## config.mk

```make
export PLATFORM = sky130hd
export DESIGN_NAME = bpred_tbl_ctrl
export DESIGN_NICKNAME = d
export VERILOG_FILES = /design/src/rtl/bpred_tbl_ctrl.sv
export SDC_FILE = /design/constraint.sdc
export NUM_CORES = 1
export LEC_CHECK = 0
export BUFFER_PORTS_ARGS = -buffer_cell sky130_fd_sc_hd__buf_4
export CAP_MARGIN = 5
export CORE_ASPECT_RATIO = 0.75
export CORE_MARGIN = 3
export CORE_UTILIZATION = 55
export DETAILED_ROUTE_END_ITERATION = 8
export PLACE_DENSITY = 0.81
export SKIP_CTS_REPAIR_TIMING = 1
export SYNTH_ARGS = -nofsm -noshare
export SYNTH_HDL_FRONTEND = slang
export SYNTH_SLANG_ARGS = --single-unit
```

## constraint.sdc

```tcl
create_clock -name clk -period 5.8 [get_ports clk]
set_clock_uncertainty 0.1 [all_clocks]
set_input_delay 0.58 -clock clk [delete_from_list [all_inputs] [get_ports clk]]
set_output_delay 0.58 -clock clk [all_outputs]
set_load 0.05 [all_outputs]
```

## src/rtl/bpred_tbl_ctrl.sv

```systemverilog
// Local branch predictor table sequencer: init/clear sweep of BHT+PHT, FIFO-buffered training RMW.
// Latency: sweep 2^BHT_DEPTH cycles; an update takes 4 cycles (IDLE, RD_BHT, RD_PHT, WR) once it reaches the FIFO head.
// Backpressure: none upstream; upd_ready is advisory and updates arriving while full or sweeping are dropped.
// Optional build macro BPRED_TBL_CTRL_STATS_EN adds saturating stat_upd / stat_drop counters.
module bpred_tbl_ctrl #(
  parameter int          BHT_DEPTH = 10,
  parameter int          PHT_DEPTH = 9,
  parameter int          QDEPTH    = 4,
  parameter logic [1:0]  PHT_INIT  = 2'b11
) (
  input  logic                 clk,
  input  logic                 rst,
  input  logic                 clear_req,
  input  logic                 upd_valid,
  input  logic [31:0]          upd_pc,
  input  logic                 upd_taken,
  output logic                 upd_ready,
  output logic [BHT_DEPTH-1:0] bht_raddr,
  input  logic [5:0]           bht_rdata,
  output logic [PHT_DEPTH-1:0] pht_raddr,
  input  logic [1:0]           pht_rdata,
  output logic                 bht_we,
  output logic [BHT_DEPTH-1:0] bht_waddr,
  output logic [5:0]           bht_wdata,
  output logic                 pht_we,
  output logic [PHT_DEPTH-1:0] pht_waddr,
  output logic [1:0]           pht_wdata,
  output logic                 pred_en,
  output logic                 busy
`ifdef BPRED_TBL_CTRL_STATS_EN
  ,
  output logic [15:0]          stat_upd,
  output logic [15:0]          stat_drop
`endif
);

  // The sweep counter spans the BHT; the PHT (3 pc bits + 6 history bits) is never larger.
  localparam int QAW = $clog2(QDEPTH);

  typedef enum logic [2:0] {S_INIT, S_IDLE, S_RD_BHT, S_RD_PHT, S_WR} state_t;

  state_t                r_state, w_state_nxt;
  logic [BHT_DEPTH-1:0]  r_cnt;
  logic                  r_pred_en;
  logic                  r_clear_pend;
  logic [QAW:0]          r_wptr, r_rptr;
  logic [BHT_DEPTH-1:0]  r_q_idx [QDEPTH];
  logic                  r_q_tkn [QDEPTH];
  logic [BHT_DEPTH-1:0]  r_idx;
  logic                  r_taken;
  logic [5:0]            r_hist;
  logic [BHT_DEPTH-1:0]  r_bht_raddr;
  logic [PHT_DEPTH-1:0]  r_pht_raddr;

  logic                  w_empty, w_full, w_push, w_pop;
  logic                  w_cnt_last, w_cnt_in_pht, w_clr_enter;
  logic [BHT_DEPTH-1:0]  w_head_idx;
  logic                  w_head_tkn;
  logic [1:0]            w_ctr_nxt;
  logic                  w_bht_we, w_pht_we;
  logic [BHT_DEPTH-1:0]  w_bht_waddr;
  logic [5:0]            w_bht_wdata;
  logic [PHT_DEPTH-1:0]  w_pht_waddr;
  logic [1:0]            w_pht_wdata;

  // Only the BHT index bits of the pc are kept; the rest are intentionally ignored.
  logic w_unused_pc;
  assign w_unused_pc = &{1'b0, upd_pc[31:BHT_DEPTH+2], upd_pc[1:0]};

  assign w_empty     = (r_wptr == r_rptr);
  assign w_full      = (r_wptr[QAW] != r_rptr[QAW]) && (r_wptr[QAW-1:0] == r_rptr[QAW-1:0]);
  assign upd_ready   = (r_state != S_INIT) && !w_full;
  assign w_push      = upd_valid && upd_ready;
  assign w_pop       = (r_state == S_RD_BHT);
  assign w_head_idx  = r_q_idx[r_rptr[QAW-1:0]];
  assign w_head_tkn  = r_q_tkn[r_rptr[QAW-1:0]];
  assign w_cnt_last  = (r_cnt == {BHT_DEPTH{1'b1}});
  assign w_cnt_in_pht = ((r_cnt >> PHT_DEPTH) == '0);
  assign w_clr_enter = (r_state == S_IDLE) && (r_clear_pend || clear_req);

  assign pred_en   = r_pred_en;
  assign busy      = (r_state != S_IDLE) || !w_empty || r_clear_pend;
  // Read addresses are live during their read state and otherwise hold the last address issued.
  assign bht_raddr = (r_state == S_RD_BHT) ? w_head_idx : r_bht_raddr;
  assign pht_raddr = (r_state == S_RD_PHT) ? {r_idx[2:0], bht_rdata} : r_pht_raddr;

  // Next-state: sweep, idle dispatch (clear has priority over queued updates), fixed 3-step RMW.
  always_comb begin
    w_state_nxt = r_state;
    case (r_state)
      S_INIT:   if (w_cnt_last) w_state_nxt = S_IDLE;
      S_IDLE: begin
        if (r_clear_pend || clear_req) w_state_nxt = S_INIT;
        else if (!w_empty)             w_state_nxt = S_RD_BHT;
      end
      S_RD_BHT: w_state_nxt = S_RD_PHT;
      S_RD_PHT: w_state_nxt = S_WR;
      S_WR:     w_state_nxt = S_IDLE;
      default:  w_state_nxt = S_INIT;
    endcase
  end

  // 2-bit counter step; encoding 00 SNT, 01 WNT, 11 WT, 10 ST.
  always_comb begin
    w_ctr_nxt = pht_rdata;
    case ({pht_rdata, r_taken})
      3'b00_1: w_ctr_nxt = 2'b01;
      3'b01_1: w_ctr_nxt = 2'b10;
      3'b11_1: w_ctr_nxt = 2'b10;
      3'b10_1: w_ctr_nxt = 2'b10;
      3'b00_0: w_ctr_nxt = 2'b00;
      3'b01_0: w_ctr_nxt = 2'b00;
      3'b11_0: w_ctr_nxt = 2'b00;
      3'b10_0: w_ctr_nxt = 2'b11;
      default: w_ctr_nxt = pht_rdata;
    endcase
  end

  // Write ports are decoded straight from state so the sweep writes from the very first cycle.
  always_comb begin
    w_bht_we    = 1'b0;
    w_bht_waddr = '0;
    w_bht_wdata = '0;
    w_pht_we    = 1'b0;
    w_pht_waddr = '0;
    w_pht_wdata = '0;
    if (r_state == S_INIT) begin
      w_bht_we    = 1'b1;
      w_bht_waddr = r_cnt;
      w_pht_we    = w_cnt_in_pht;
      w_pht_waddr = r_cnt[PHT_DEPTH-1:0];
      w_pht_wdata = PHT_INIT;
    end else if (r_state == S_WR) begin
      w_bht_we    = 1'b1;
      w_bht_waddr = r_idx;
      w_bht_wdata = {r_hist[4:0], r_taken};
      w_pht_we    = 1'b1;
      w_pht_waddr = {r_idx[2:0], r_hist};
      w_pht_wdata = w_ctr_nxt;
    end
  end

  // Reset is asynchronous, so the write strobes must die with it rather than at the next edge.
  assign bht_we    = rst && w_bht_we;
  assign bht_waddr = rst ? w_bht_waddr : '0;
  assign bht_wdata = rst ? w_bht_wdata : '0;
  assign pht_we    = rst && w_pht_we;
  assign pht_waddr = rst ? w_pht_waddr : '0;
  assign pht_wdata = rst ? w_pht_wdata : '0;

  // Control state: FSM, sweep counter, prediction gate, deferred clear, FIFO pointers, RMW hold regs.
  always_ff @(posedge clk or negedge rst) begin
    if (!rst) begin
      r_state      <= S_INIT;
      r_cnt        <= '0;
      r_pred_en    <= 1'b0;
      r_clear_pend <= 1'b0;
      r_wptr       <= '0;
      r_rptr       <= '0;
      r_idx        <= '0;
      r_taken      <= 1'b0;
      r_hist       <= '0;
      r_bht_raddr  <= '0;
      r_pht_raddr  <= '0;
    end else begin
      r_state <= w_state_nxt;
      if (r_state == S_INIT) begin
        r_cnt <= w_cnt_last ? '0 : r_cnt + 1'b1;
        if (w_cnt_last) r_pred_en <= 1'b1;
      end
      if (w_clr_enter) begin
        r_pred_en    <= 1'b0;
        r_clear_pend <= 1'b0;
      end else if (clear_req && r_state != S_INIT) begin
        r_clear_pend <= 1'b1;
      end
      if (w_clr_enter) begin
        r_wptr <= '0;
        r_rptr <= '0;
      end else begin
        if (w_push) r_wptr <= r_wptr + 1'b1;
        if (w_pop)  r_rptr <= r_rptr + 1'b1;
      end
      if (r_state == S_RD_BHT) begin
        r_idx       <= w_head_idx;
        r_taken     <= w_head_tkn;
        r_bht_raddr <= w_head_idx;
      end
      if (r_state == S_RD_PHT) begin
        r_hist      <= bht_rdata;
        r_pht_raddr <= {r_idx[2:0], bht_rdata};
      end
    end
  end

  // FIFO payload storage; validity is carried entirely by the pointers.
  always_ff @(posedge clk) begin
    if (w_push) begin
      r_q_idx[r_wptr[QAW-1:0]] <= upd_pc[BHT_DEPTH+1:2];
      r_q_tkn[r_wptr[QAW-1:0]] <= upd_taken;
    end
  end

`ifdef BPRED_TBL_CTRL_STATS_EN
  logic [15:0] r_stat_upd, r_stat_drop;

  // Saturating event counters; only a hard reset clears them.
  always_ff @(posedge clk or negedge rst) begin
    if (!rst) begin
      r_stat_upd  <= '0;
      r_stat_drop <= '0;
    end else begin
      if (r_state == S_WR && r_stat_upd != 16'hFFFF) r_stat_upd <= r_stat_upd + 1'b1;
      if (upd_valid && !upd_ready && r_stat_drop != 16'hFFFF) r_stat_drop <= r_stat_drop + 1'b1;
    end
  end

  assign stat_upd  = r_stat_upd;
  assign stat_drop = r_stat_drop;
`endif

endmodule
```

## Word level (Yosys, flattened, before mapping)

Memory sizes are Yosys's and may differ from the RTL's. A register that Yosys moved wholly into a read port is not among the register bits.
Index checks and enable logic that the tools add are counted.

| storage, ports and cells | value |
|---|---|
| output and inout port bits | 51 |
| RAM bits | 44 |
| bits in read-only memories | 16 |
| register bits | 56 |
| memories | 3 |
| input bits | 45 |
| word-level logic and storage cells | 83 |

Memory list:

| memory | depth | bits a word | read ports | clocked after memory_dff | wr ports | line | RTL |
|---|---|---|---|---|---|---|---|
| r_q_idx | 4 | 10 | 1 | 0 | 1 | 47 | `logic [BHT_DEPTH-1:0] r_q_idx [QDEPTH];` |
| (no name shown) | 8 | 2 | 1 | 0 | 0 | 106 | `case ({pht_rdata, r_taken})` |
| r_q_tkn | 4 | 1 | 1 | 1 | 1 | 48 | `logic r_q_tkn [QDEPTH];` |

| cells by class | value |
|---|---|
| add/subtract/negate cells | 3 |
| reductions and logical operators | 23 |
| multiplexer cells | 33 |
| equality and inequality tests | 11 |

Operator list:

| kind | number |
|---|---|
| 10-bit two-way mux | 5 |
| 9-bit two-way mux | 4 |
| 3-bit two-way mux | 7 |
| 6-bit two-way mux | 3 |
| 3-bit one-hot mux with 5 select lines | 1 |
| 10-bit by 1-bit adder with 10-bit output, second input constant | 1 |
| 10-bit == test, second input constant | 1 |
| 10-bit zero test | 1 |
| 1-bit two-way mux | 10 |
| 2-bit nonzero test | 5 |
| 1-bit logical AND | 7 |
| 3-bit by 1-bit adder with 3-bit output, second input constant | 2 |
| 3-bit by 2-bit == test with 1-bit output, second input constant | 2 |
| 2-bit two-way mux | 3 |
| 2-bit AND reduction | 2 |
| 3-bit by 1-bit == test with 1-bit output, second input constant | 1 |
| 3-bit == test | 1 |
| 3-bit == test, second input constant | 1 |
| 1-bit zero test | 3 |
| 3-bit zero test | 1 |
| 1-bit logical OR | 3 |
| 3-bit by 1-bit != test with 1-bit output, second input constant | 1 |
| 3-bit by 2-bit != test with 1-bit output, second input constant | 1 |
| 3-bit nonzero test | 1 |
| 3 further kinds | 3 |

## Depth between registers and ports, before layout

Gate-level depths: netlist of run 1.

| depth | value |
|---|---|
| depth in word-level cells | 7 |
| mapped depth | 7 |
| gate-level depth less buffers | 5 |

## Worst setup path before layout of run 1

OpenSTA, ideal clock, no wires.

| timing path | value |
|---|---|
| kind | register to output |
| from | register r_state[1] |
| to | output bht_waddr[5] |
| arrival | 2126 ps |
| setup slack | 2994 ps |
| required time | 5120 ps |
| buffers on the path | 2 |
| cell stages (with the launch flop) | 8 |
| cells stage by stage | dfrtp_1 -> buf_2 -> nor2_1 -> nand2_1 -> inv_1 -> buf_2 -> o21ai_0 -> a21oi_1 |

| between the ends | value |
|---|---|
| longest elaborated chain between the ends | 4 |
| elaborated cells on any way between the ends | 5 |
| those cells by class | eq/ne: 1; mux: 3; reduce/logical: 1 |

Ends and longest elaborated chain:

| element | line | RTL |
|---|---|---|
| from (decl) | 42 | `state_t r_state, w_state_nxt;` |
| from (signal assigned) | 166 | `r_state <= w_state_nxt;` |
| 3-bit == test | 133 | `end else if (r_state == S_WR) begin` |
| 10-bit two-way mux | 133 |  |
| 10-bit two-way mux (*) | 127 | `if (r_state == S_INIT) begin` |
| 10-bit two-way mux (*) | 145 | `assign bht_waddr = rst ? w_bht_waddr : '0;` |
| to (decl) | 23 | `output logic [BHT_DEPTH-1:0] bht_waddr,` |

Every way passes the cells marked *; elsewhere a longest branch is shown, timed or not.

## Worst setup path in the final report of run 1

| timing path | value |
|---|---|
| from | register r_state[2] |
| to | output pht_raddr[2] |

| between the ends | value |
|---|---|
| longest elaborated chain between the ends | 2 |

Ends and longest elaborated chain:

| element | line | RTL |
|---|---|---|
| 3-bit by 2-bit == test with 1-bit output | 85 | `assign pht_raddr = (r_state == S_RD_PHT) ? {r_idx[2:0], bht_rdata} : r_pht_raddr;` |
| 9-bit two-way mux | n/a |  |
| to (decl) | 20 | `output logic [PHT_DEPTH-1:0] pht_raddr,` |

No other way between the ends.

==> metrics.txt, run 1 <==
PwrDens 589.9 nW/um^2; measured slew at the worst slew-check pin 0.8930 ns; Fmax 266.2 MHz; Worst Hold Class primary input to asynchronous set/reset pin; Antenna diodes 0; TritonCTS Buffers 9; Final Max Slew Viols 0; Critical Path AT approximately 3 ns; Leakage Power between 2 and 2.5 nW; synthesized flop and latch total 101; Hold Vio Cnt, Final 0; placed insts 528; Worst-Skew Late Latency 0.37 ns; Synth cell types 40; post-route ant nets 0; Max FO, Critical Path 25; wire length of the first global-routing pass 15.52 mm; crit path kind flop to output pin; clock-pin slew on the worst setup and hold paths 0.10 ns; GPL Wtd Cong 0.9182; Sum Neg Setup Slack 0 ns; DR vias/cell 5.482; synth warn 0; crit-path cells inv_1 > nand3_1 > inv_1 > nand2_1 > nand2_1 > buf_4; die footprint ~9000 um^2; Die Width 108.8 um; top-count cell post-synth nand2_1; Die Ht 83.10 um; critical path launch point type flop; 1st-iter DRT viols 240; Root Driver clkbuf_8; Gate Count Post-Synth 369; Net count, final 489; cell taking the most area after synthesis dfrtp_1; # port buffers 73; RSZ-0062 raised after global routing no; CP max stage delay around 0.94 ns; top post-synthesis cells by area dfrtp_1, edfxtp_1, nand2_1, mux4_2, nor2_1; Setup WS post-layout 2.043 ns; Num Clock Sinks 101; outcome finished, final reports clean; Syn-to-layout area delta 18.00%; DRT Pass-1 Iters 4; GR Overflow Total 0; sequential-to-total area share from yosys stat 63.03%; Worst EP required 5.12 ns; Post-synth ARST share 56.44%; CTS tree done; fill count 556; antenna violations before repair 0; synthesized area per cell 11.81 um^2; placed inst area 4970 um^2; DP Wirelength 6.593 mm; crit path capture type output pin; Final period util 64.78%; Final Non-Filler Cells 544; Worst Setup SP r_state[2]$_DFFE_PN0P_; delay-heaviest family, CP buffers and inverters; Synth top area share 32.72%; pre-CTS setup slack 2.196 ns; DRC viols 0; layout cells sized above 1 25.51%; Synth Flop Type dfrtp_1; worst r2r src r_state[2]$_DFFE_PN0P_; post-route cell area just over 5000 um^2; routed len/inst around 17 um; Routed Wire Length 9.355 mm; Final setup violation count 0; EDFF count, synth 44; H-tree lvl count 3; vias in the first global route 3006; max_slew headroom 40.47%; Max clock buf depth 2; syn_nets between 400 and 500; Peak VDD IR between 0.3 and 0.4 mV; max cap viols 0; slowest stage cell on the critical path dfrtp_1; Final min period 3.757 ns; Pwr Total 3.034 mW; global-route total usage across every layer 22.65%; core box area 7533 um^2; Post-Syn Area 4359 um^2; routed vias 2982; I/O pins 96; largest net degree at the start of global routing 59; Initial Utilization 57.86%; Buf/Inv on CP 3; Rows 27; top cells by count, synth nand2_1, dfrtp_1, edfxtp_1, nor2_1, mux4_2
-- report_power, final --
| part | internal [mW] | switching, mW |
|---|---|---|
| logic | 0.477 | 1.01 |
| clock network | 0.157 | 0.240 |
| registers | 0.955 | 0.195 |
| total | 1.59 | 1.45 |
-- layout by cell type, fill, tap and decap left out, drive strengths merged --
cell type	synthesis	routed
a21o	1	1
a21oi	10	10
a311oi	1	1
a31oi	3	3
and2	4	4
and3	8	8
buf	7	75
clkbuf	10	9
clkinv	0	4
clkinvlp	0	2
dfrtp	57	57
edfxtp	44	44
ha	6	6
inv	9	10
mux2i	9	9
mux4	11	11
nand2	101	101
nand2b	1	1
nand3	4	4
nand4	2	2
nand4b	1	1
nor2	36	36
nor2b	1	1
nor3	9	9
nor3b	1	1
nor4	2	2
nor4b	1	1
o21ai	9	9
o21ba	1	1
o21bai	1	1
o221a	2	2
o311ai	1	1
or2	1	1
or3	1	1
xnor2	9	9
xor2	5	5
-- metrics by stage --
stage / util (%) / hold WS, ns
floorplan: - / 0.1844
global placement: 65.97 / 0.3571
detailed placement: 65.97 / 0.3602
CTS: 68.28 / 0.1860
global route: 68.28 / 0.2107
finish: 68.28 / 0.1644
-- metal layers --
layer | vias up | part of all wire [%] | GRT usage [%]
li1 | 1406 | - | -
met1 | 1474 | 45 | 32.68
met2 | 91 | 48 | 34.60
met3 | 11 | 5.9 | 5.517
met4 | 0 | 1.1 | 6.307
met5 | - | 0 | 0
-- state kept, by name, summed over array words and instances, names as in the netlist --
| register | flops |
|---|---|
| r_idx | 10 |
| r_hist | 6 |
| r_wptr | 3 |
| r_cnt | 10 |
| r_state | 3 |
| r_q_idx | 40 |
| pred_en | 1 |
| r_clear_pend | 1 |
| r_q_tkn | 4 |
| r_pht_raddr | 9 |
| r_taken | 1 |
| r_rptr | 3 |
| r_bht_raddr | 10 |
-- layout make-up --
type	count	area (um^2)	area share, %
clock buffer	9	123.9	2.408
clock inverter	7	50.05	0.9730
inverter	9	33.78	0.6568
multi-input combinational	242	1499	29.14
sequential	101	2748	53.42
tap	101	126.4	2.457
timing repair buffer	75	563.0	10.95
-- cell families after synthesis --
group,share of synthesized area (%)
simple gates,17.71
flops,63.03
compound gates,4.248
buf+inv,2.727
mux,7.750
xor+xnor,2.813
fa+ha+maj,1.722
-- path summary, 6_finish.rpt --
check | to | slack (ns) | depth (start not counted)
min in group clk | r_q_idx[0][0]$_DFFE_PP_ | 0.31 | 1
min | r_bht_raddr[8]$_DFF_PN0_ | 0.16 | 1
max reg2reg | r_q_idx[1][3]$_DFFE_PP_ | 3.01 | 3
max in group asynchronous | r_pht_raddr[3]$_DFF_PN0_ | 4.95 | 1
max | pht_raddr[2] | 2.04 | 6
min reg2reg | r_pht_raddr[3]$_DFF_PN0_ | 0.38 | 2
Power figures use the tool's default switching activity.
==> run 2, diff against run 1 <==
- CORE_UTILIZATION: 55 -> 49
- PLACE_DENSITY: 0.81 -> 0.76
- clock period: 5.8 -> 3 ns (I/O delays scaled with it)
==> run 2 against run 1 <==
The run now ends with negative hold slack left. Largest cell class unchanged. Combinational power up 100%. Count of clock-buffer cells in the layout up 1. Design area up 4.0%. Worst setup slack worse by 1.7 ns. Register-to-register slack worse by 2.3 ns. Via count about the same. Worst hold slack worse by 0.17 ns. Sequential power up 87%. Core utilization down 5.8 points.
==> metrics.txt, run 2 (same netlist as run 1, synthesis figures left out) <==
Final setup violation count 0 (unchanged); routed len/inst 17.17 um (-0.13%); DRT Pass-1 Iters 4 (unchanged); H-tree lvl count 3 (unchanged); max cap viols 0 (unchanged); Worst Hold Class primary input to asynchronous set/reset pin; Hold Vio Cnt, Final 1 (+1); antenna violations before repair 0 (unchanged); crit path kind flop to output pin; largest net degree at the start of global routing 58 (-1.7%); DP Wirelength 6.684 mm (+1.4%); Final period util 88.77%; Net count, final 496 (+1.4%); I/O pins 96 (unchanged); Die Ht 87.69 um (+5.5%); crit-path cells inv_1 > nand3_1 > inv_1 > nand2_1 > nand2_1 > buf_4; Critical Path AT 2.26 ns (-0.82 ns); Antenna diodes 0 (unchanged); # port buffers 73 (unchanged); CTS tree done; sequential power share 33.8% (-4.1 points); placed insts 542 (+2.7%); Rows 29 (+7.4%); Fmax 375.5 MHz; GPL Wtd Cong 0.8309 (-9.5%); Buf/Inv on CP 3 (unchanged); Routed Wire Length 9.583 mm (+2.4%); leading cell type in the layout, fill and taps excluded nand2_1; vias in the first global route 3041 (+1.2%); Sum Neg Setup Slack 0 ns (unchanged); global-route total usage across every layer 20.50% (-2.1 points); Peak VDD IR 0.8288 mV (+120%); commonest non-fill, non-tap cells in the layout nand2_1, buf_4, dfrtp_1; RSZ-0062 raised after global routing no; Die Width 114.9 um (+5.6%); slowest stage cell on the critical path dfrtp_1; max_slew headroom 51.17% (+11 points); clock-pin slew on the worst setup and hold paths 0.07 ns (-0.03 ns); CP max stage delay 0.55 ns (-0.39 ns); post-layout util 62.48% (-5.8 points); critical path launch point type flop; PwrDens 1191 nW/um^2 (+100%); Comb power frac 46.9% (-2.1 points); 1st-iter DRT viols 213 (-11%); Final Non-Filler Cells 558 (+2.6%); GR Overflow Total 0 (unchanged); core box area 8563 um^2 (+14%); stages on the worst setup path 6 (unchanged); wire length of the first global-routing pass 15.57 mm (+0.31%); measured slew at the worst slew-check pin 0.7264 ns (-0.1666 ns); failing checks negative hold slack; post-route ant nets 0 (unchanged); reg2reg path depth 3 (unchanged); Net Sw Power 2.860 mW (+98%); Num Clock Sinks 101 (unchanged); pre-CTS setup slack 0.6623 ns (-1.534 ns); Max clock buf depth 2 (unchanged); post-route cell area 5350 um^2 (+4.0%); Root Driver clkbuf_16; Pwr Total 6.373 mW (+110%); P_int 3.512 mW (+120%); DRC viols 0 (unchanged); delay-heaviest family, CP buffers and inverters; crit path capture type output pin; Final min period 2.663 ns; Initial Utilization 50.91% (-7.0 points); Setup WS post-layout 0.3370 ns (-1.706 ns); TritonCTS Buffers 9 (unchanged); max reg flops 40 (unchanged); die footprint 10080 um^2 (+11%); layout cells sized above 1 26.67% (+1.2 points); Syn-to-layout area delta 22.73%; Worst-Skew Late Latency 0.35 ns (-0.02 ns); outcome finished, violations left; DR vias/cell 5.348 (-2.4%); fill count 687 (+24%); Net Sw Frac 44.89% (-2.8 points); routed vias 2984 (+0.067%); clock power share 19.4% (+6.3 points); Worst EP required 2.60 ns (-2.52 ns); Max FO, Critical Path 12 (-52%); Leakage Power 2.415 nW (+4.9%); Final Max Slew Viols 0 (unchanged); placed inst area 5025 um^2 (+1.1%); worst hold margin -0.003863 ns (-0.1683 ns)
-- run 2: metal layers --
layer / global-route usage (%) / vias up / part of all wire [%]
met5: 0 / - / 0
met4: 6.503 / 0 / 1.1
met3: 5.041 / 11 / 5.7
met2: 32.51 / 92 / 49
met1: 28.31 / 1466 / 45
li1: - / 1415 / -
-- run 2: final timing paths --
check / from / slack, ns / endpoint
max: r_state[2]$_DFFE_PN0P_ / 0.34 / pht_raddr[2]
min: rst / -0.004 / r_state[1]$_DFFE_PN0P_
max reg2reg: r_state[2]$_DFFE_PN0P_ / 0.66 / r_q_idx[1][7]$_DFFE_PP_
min reg2reg: r_idx[7]$_DFFE_PN0N_ / 0.38 / r_idx[7]$_DFFE_PN0N_
max in group asynchronous: rst / 2.32 / r_idx[8]$_DFFE_PN0N_
min in group clk: upd_pc[4] / 0.05 / r_q_idx[1][2]$_DFFE_PP_
-- run 2: final cells by class --
class	instances	area, um^2	area share, %
Sequential cell	101	2748	51.36
Inverter	9	33.78	0.6314
Multi-Input combinational cell	242	1493	27.90
Clock inverter	6	75.07	1.403
Timing Repair Buffer	82	615.6	11.51
Clock buffer	10	250.2	4.677
Tap cell	108	135.1	2.526
-- run 2: worst register-to-register path, stage by stage (launching register included) --
cell      delay, ns
dfrtp_1        0.64
nor3_2         0.19
a311oi_2       0.45
and2_1         0.59
-- run 2: power by group through the flow --
stage / sequential [mW] / clock [mW] / combinational, mW
finish: 2.15 / 1.23 / 2.99
global route: 2.20 / 1.31 / 3.25
floorplan: 2.05 / 0 / 2.23
global placement: 2.15 / 0 / 2.95
detailed placement: 2.17 / 0 / 3.00
CTS: 2.15 / 1.26 / 3.02
==> run 3, diff against run 2 <==
- CORE_UTILIZATION: 49 -> 54
- PLACE_DENSITY: 0.76 -> 0.79
- clock period: 3 -> 2.9 ns (I/O delays scaled with it)
==> run 3 against run 2 <==
The run still ends with negative hold slack left. Worst hold slack worse by 0.0081 ns. Sequential power up 3%. Design area down 1.8%. Largest cell class unchanged.
==> metrics.txt, run 3 (same netlist as run 1, synthesis figures left out) <==
outcome finished, violations left; failing checks negative hold slack; Routed Wire Length 9.592 mm (about the same); worst r2r src r_state[1]$_DFFE_PN0P_; measured slew at the worst slew-check pin 0.7854 ns (+0.05902 ns); 1st-iter DRT viols 205 (-3.8%); Register-to-Register Setup Slack 0.70 ns (+0.04 ns); Peak VDD IR 0.8015 mV (-3.3%); Die Ht 83.81 um (-4.4%); Die Width 109.7 um (-4.5%); routed vias 3061 (+2.6%); Pwr Total 6.307 mW (-1.0%); layout cells sized above 1 26.55% (-0.12 points); Final Max Slew Viols 0 (unchanged); Net Sw Frac 46.10% (+1.2 points); max reg flops 40 (unchanged); I/O pins 96 (unchanged); M2 GR Usage 34.24% (+1.7 points); met3 Use GR 4.795% (-0.25 points); post-layout util 69.14% (+6.7 points); DRC viols 0 (unchanged); core box area 7601 um^2 (-11%); Final Non-Filler Cells 553 (-0.90%); Buf/Inv on CP 2 (-1); placed inst area 5024 um^2 (about the same); clock power share 15.4% (-4.0 points); # port buffers 73 (unchanged); Sum Neg Setup Slack 0 ns (unchanged); placed insts 536 (-1.1%); Worst-Skew Late Latency 0.37 ns (+0.02 ns); DP Wirelength 6.919 mm (+3.5%); worst hold margin -0.01199 ns (-0.008128 ns); Initial Utilization 57.35% (+6.4 points); vias in the first global route 3131 (+3.0%); Net Sw Power 2.907 mW (+1.6%); post-route cell area 5255 um^2 (-1.8%); Max clock buf depth 2 (unchanged); CP max stage delay 0.53 ns (-0.02 ns); largest net degree at the start of global routing 58 (unchanged); max cap viols 0 (unchanged); delay-heaviest family, CP simple AND/OR/NAND/NOR gates; sequential power share 35.1% (+1.3 points); DRT Pass-1 Iters 5 (+1); Final setup violation count 0 (unchanged); critical path launch point type flop; gr busiest metal met2; PwrDens 1200 nW/um^2 (+0.76%); Comb power frac 49.5% (+2.6 points); H-tree lvl count 3 (unchanged); die footprint 9198 um^2 (-8.7%); Final period util 92.24%; crit path capture type output pin; Leakage Power 2.369 nW (-1.9%); TritonCTS Buffers 9 (unchanged); Net count, final 498 (+0.40%); GPL Wtd Cong 0.8640 (+4.0%); Syn-to-layout area delta 20.55%; FF-to-FF End r_q_idx[0][3]$_DFFE_PP_; wire length of the first global-routing pass 15.73 mm (+1.0%); global-route total usage across every layer 22.79% (+2.3 points); RSZ-0062 raised after global routing no; Final min period 2.675 ns; crit-path cells inv_1 > nand3_1 > nand2_1 > nand2_1 > buf_4; Hold Vio Cnt, Final 23 (+22); DR vias/cell 5.535 (+3.5%); routed len/inst 17.35 um (+1.0%); Antenna diodes 0 (unchanged); Top cell by count, worst path nand2_1; slowest stage cell on the critical path dfrtp_1; crit path kind flop to output pin; clock-pin slew on the worst setup and hold paths 0.09 ns (+0.02 ns); Critical Path AT 2.29 ns (+0.03 ns); post-route ant nets 0 (unchanged); reg2reg path depth 3 (unchanged); Rows 27 (-6.9%); Root Driver clkbuf_8; max_slew headroom 47.39% (-3.8 points); Num Clock Sinks 101 (unchanged); P_int 3.399 mW (-3.2%); Max FO, Critical Path 12 (unchanged); Worst Hold Class primary input to asynchronous set/reset pin; GR Overflow Total 0 (unchanged); antenna violations before repair 0 (unchanged); commonest non-fill, non-tap cells in the layout nand2_1, buf_4, dfrtp_1; grt met1 use 32.54% (+4.2 points); Worst EP required 2.51 ns (-0.09 ns); CTS tree done; Fmax around 370 MHz; leading cell type in the layout, fill and taps excluded nand2_1
[run 3: cell count changes in the layout (fill, tap and decap cells not counted)]
cell / delta
clkbuf_16: -10
clkbuf_8: +9
inv_8: -2
buf_4: +1
bufinv_16: +1
clkbuf_1: +1
clkinv_2: -1
clkinvlp_4: +1
dlygate4sd3_1: +1
inv_6: +1
o21ai_0: -1
o21ai_1: +1
[run 3: worst max-delay path by stage]
stage / endpoint / start / slack, ns / cells past startpoint
3_5_place_dp: bht_waddr[5] / r_state[1]$_DFFE_PN0P_ / 0.59 / 4
3_3_place_gp: bht_waddr[5] / r_state[1]$_DFFE_PN0P_ / 0.65 / 4
5_1_grt: bht_raddr[5] / r_state[2]$_DFFE_PN0P_ / 0.03 / 5
4_1_cts: bht_waddr[5] / r_state[1]$_DFFE_PN0P_ / 0.16 / 4
2_1_floorplan: bht_waddr[5] / r_state[1]$_DFFE_PN0P_ / 0.38 / 7
6_report: bht_raddr[5] / r_state[2]$_DFFE_PN0P_ / 0.22 / 5
[run 3: power by group through the flow]
stage | Combinational [mW] | Clock (mW) | Sequential, mW
floorplan | 2.31 | 0 | 2.12
detailed placement | 3.12 | 0 | 2.23
CTS | 3.14 | 0.988 | 2.21
global placement | 3.06 | 0 | 2.21
finish | 3.12 | 0.973 | 2.21
global route | 3.36 | 1.04 | 2.26
[run 3: area by class of cell]
| type | instances | area [um^2] |
|---|---|---|
| repair buffers | 84 | 633.1 |
| clock buffers | 10 | 127.6 |
| fillers | 529 | 2346 |
| clock inverters | 6 | 93.84 |
| flip-flops and latches | 101 | 2748 |
| multi-input cells | 242 | 1493 |
| well taps | 101 | 126.4 |
| inverters | 9 | 33.78 |
[run 3: per-layer routing]
metal | vias to the layer above | wire [um]
li1 | 1425 | -
met1 | 1509 | 4136
met2 | 109 | 4557
met3 | 18 | 682
met4 | 0 | 216
met5 | - | 0
[run 3: metrics by stage]
step	hold WS (ns)	setup slack (ns)
final	-0.01199	0.2249
after global routing	0.0002873	0.02707
after CTS	-0.003942	0.1620
after detailed placement	0.3629	0.5870
after global placement	0.3578	0.6518
after floorplan	-0.1056	0.3839
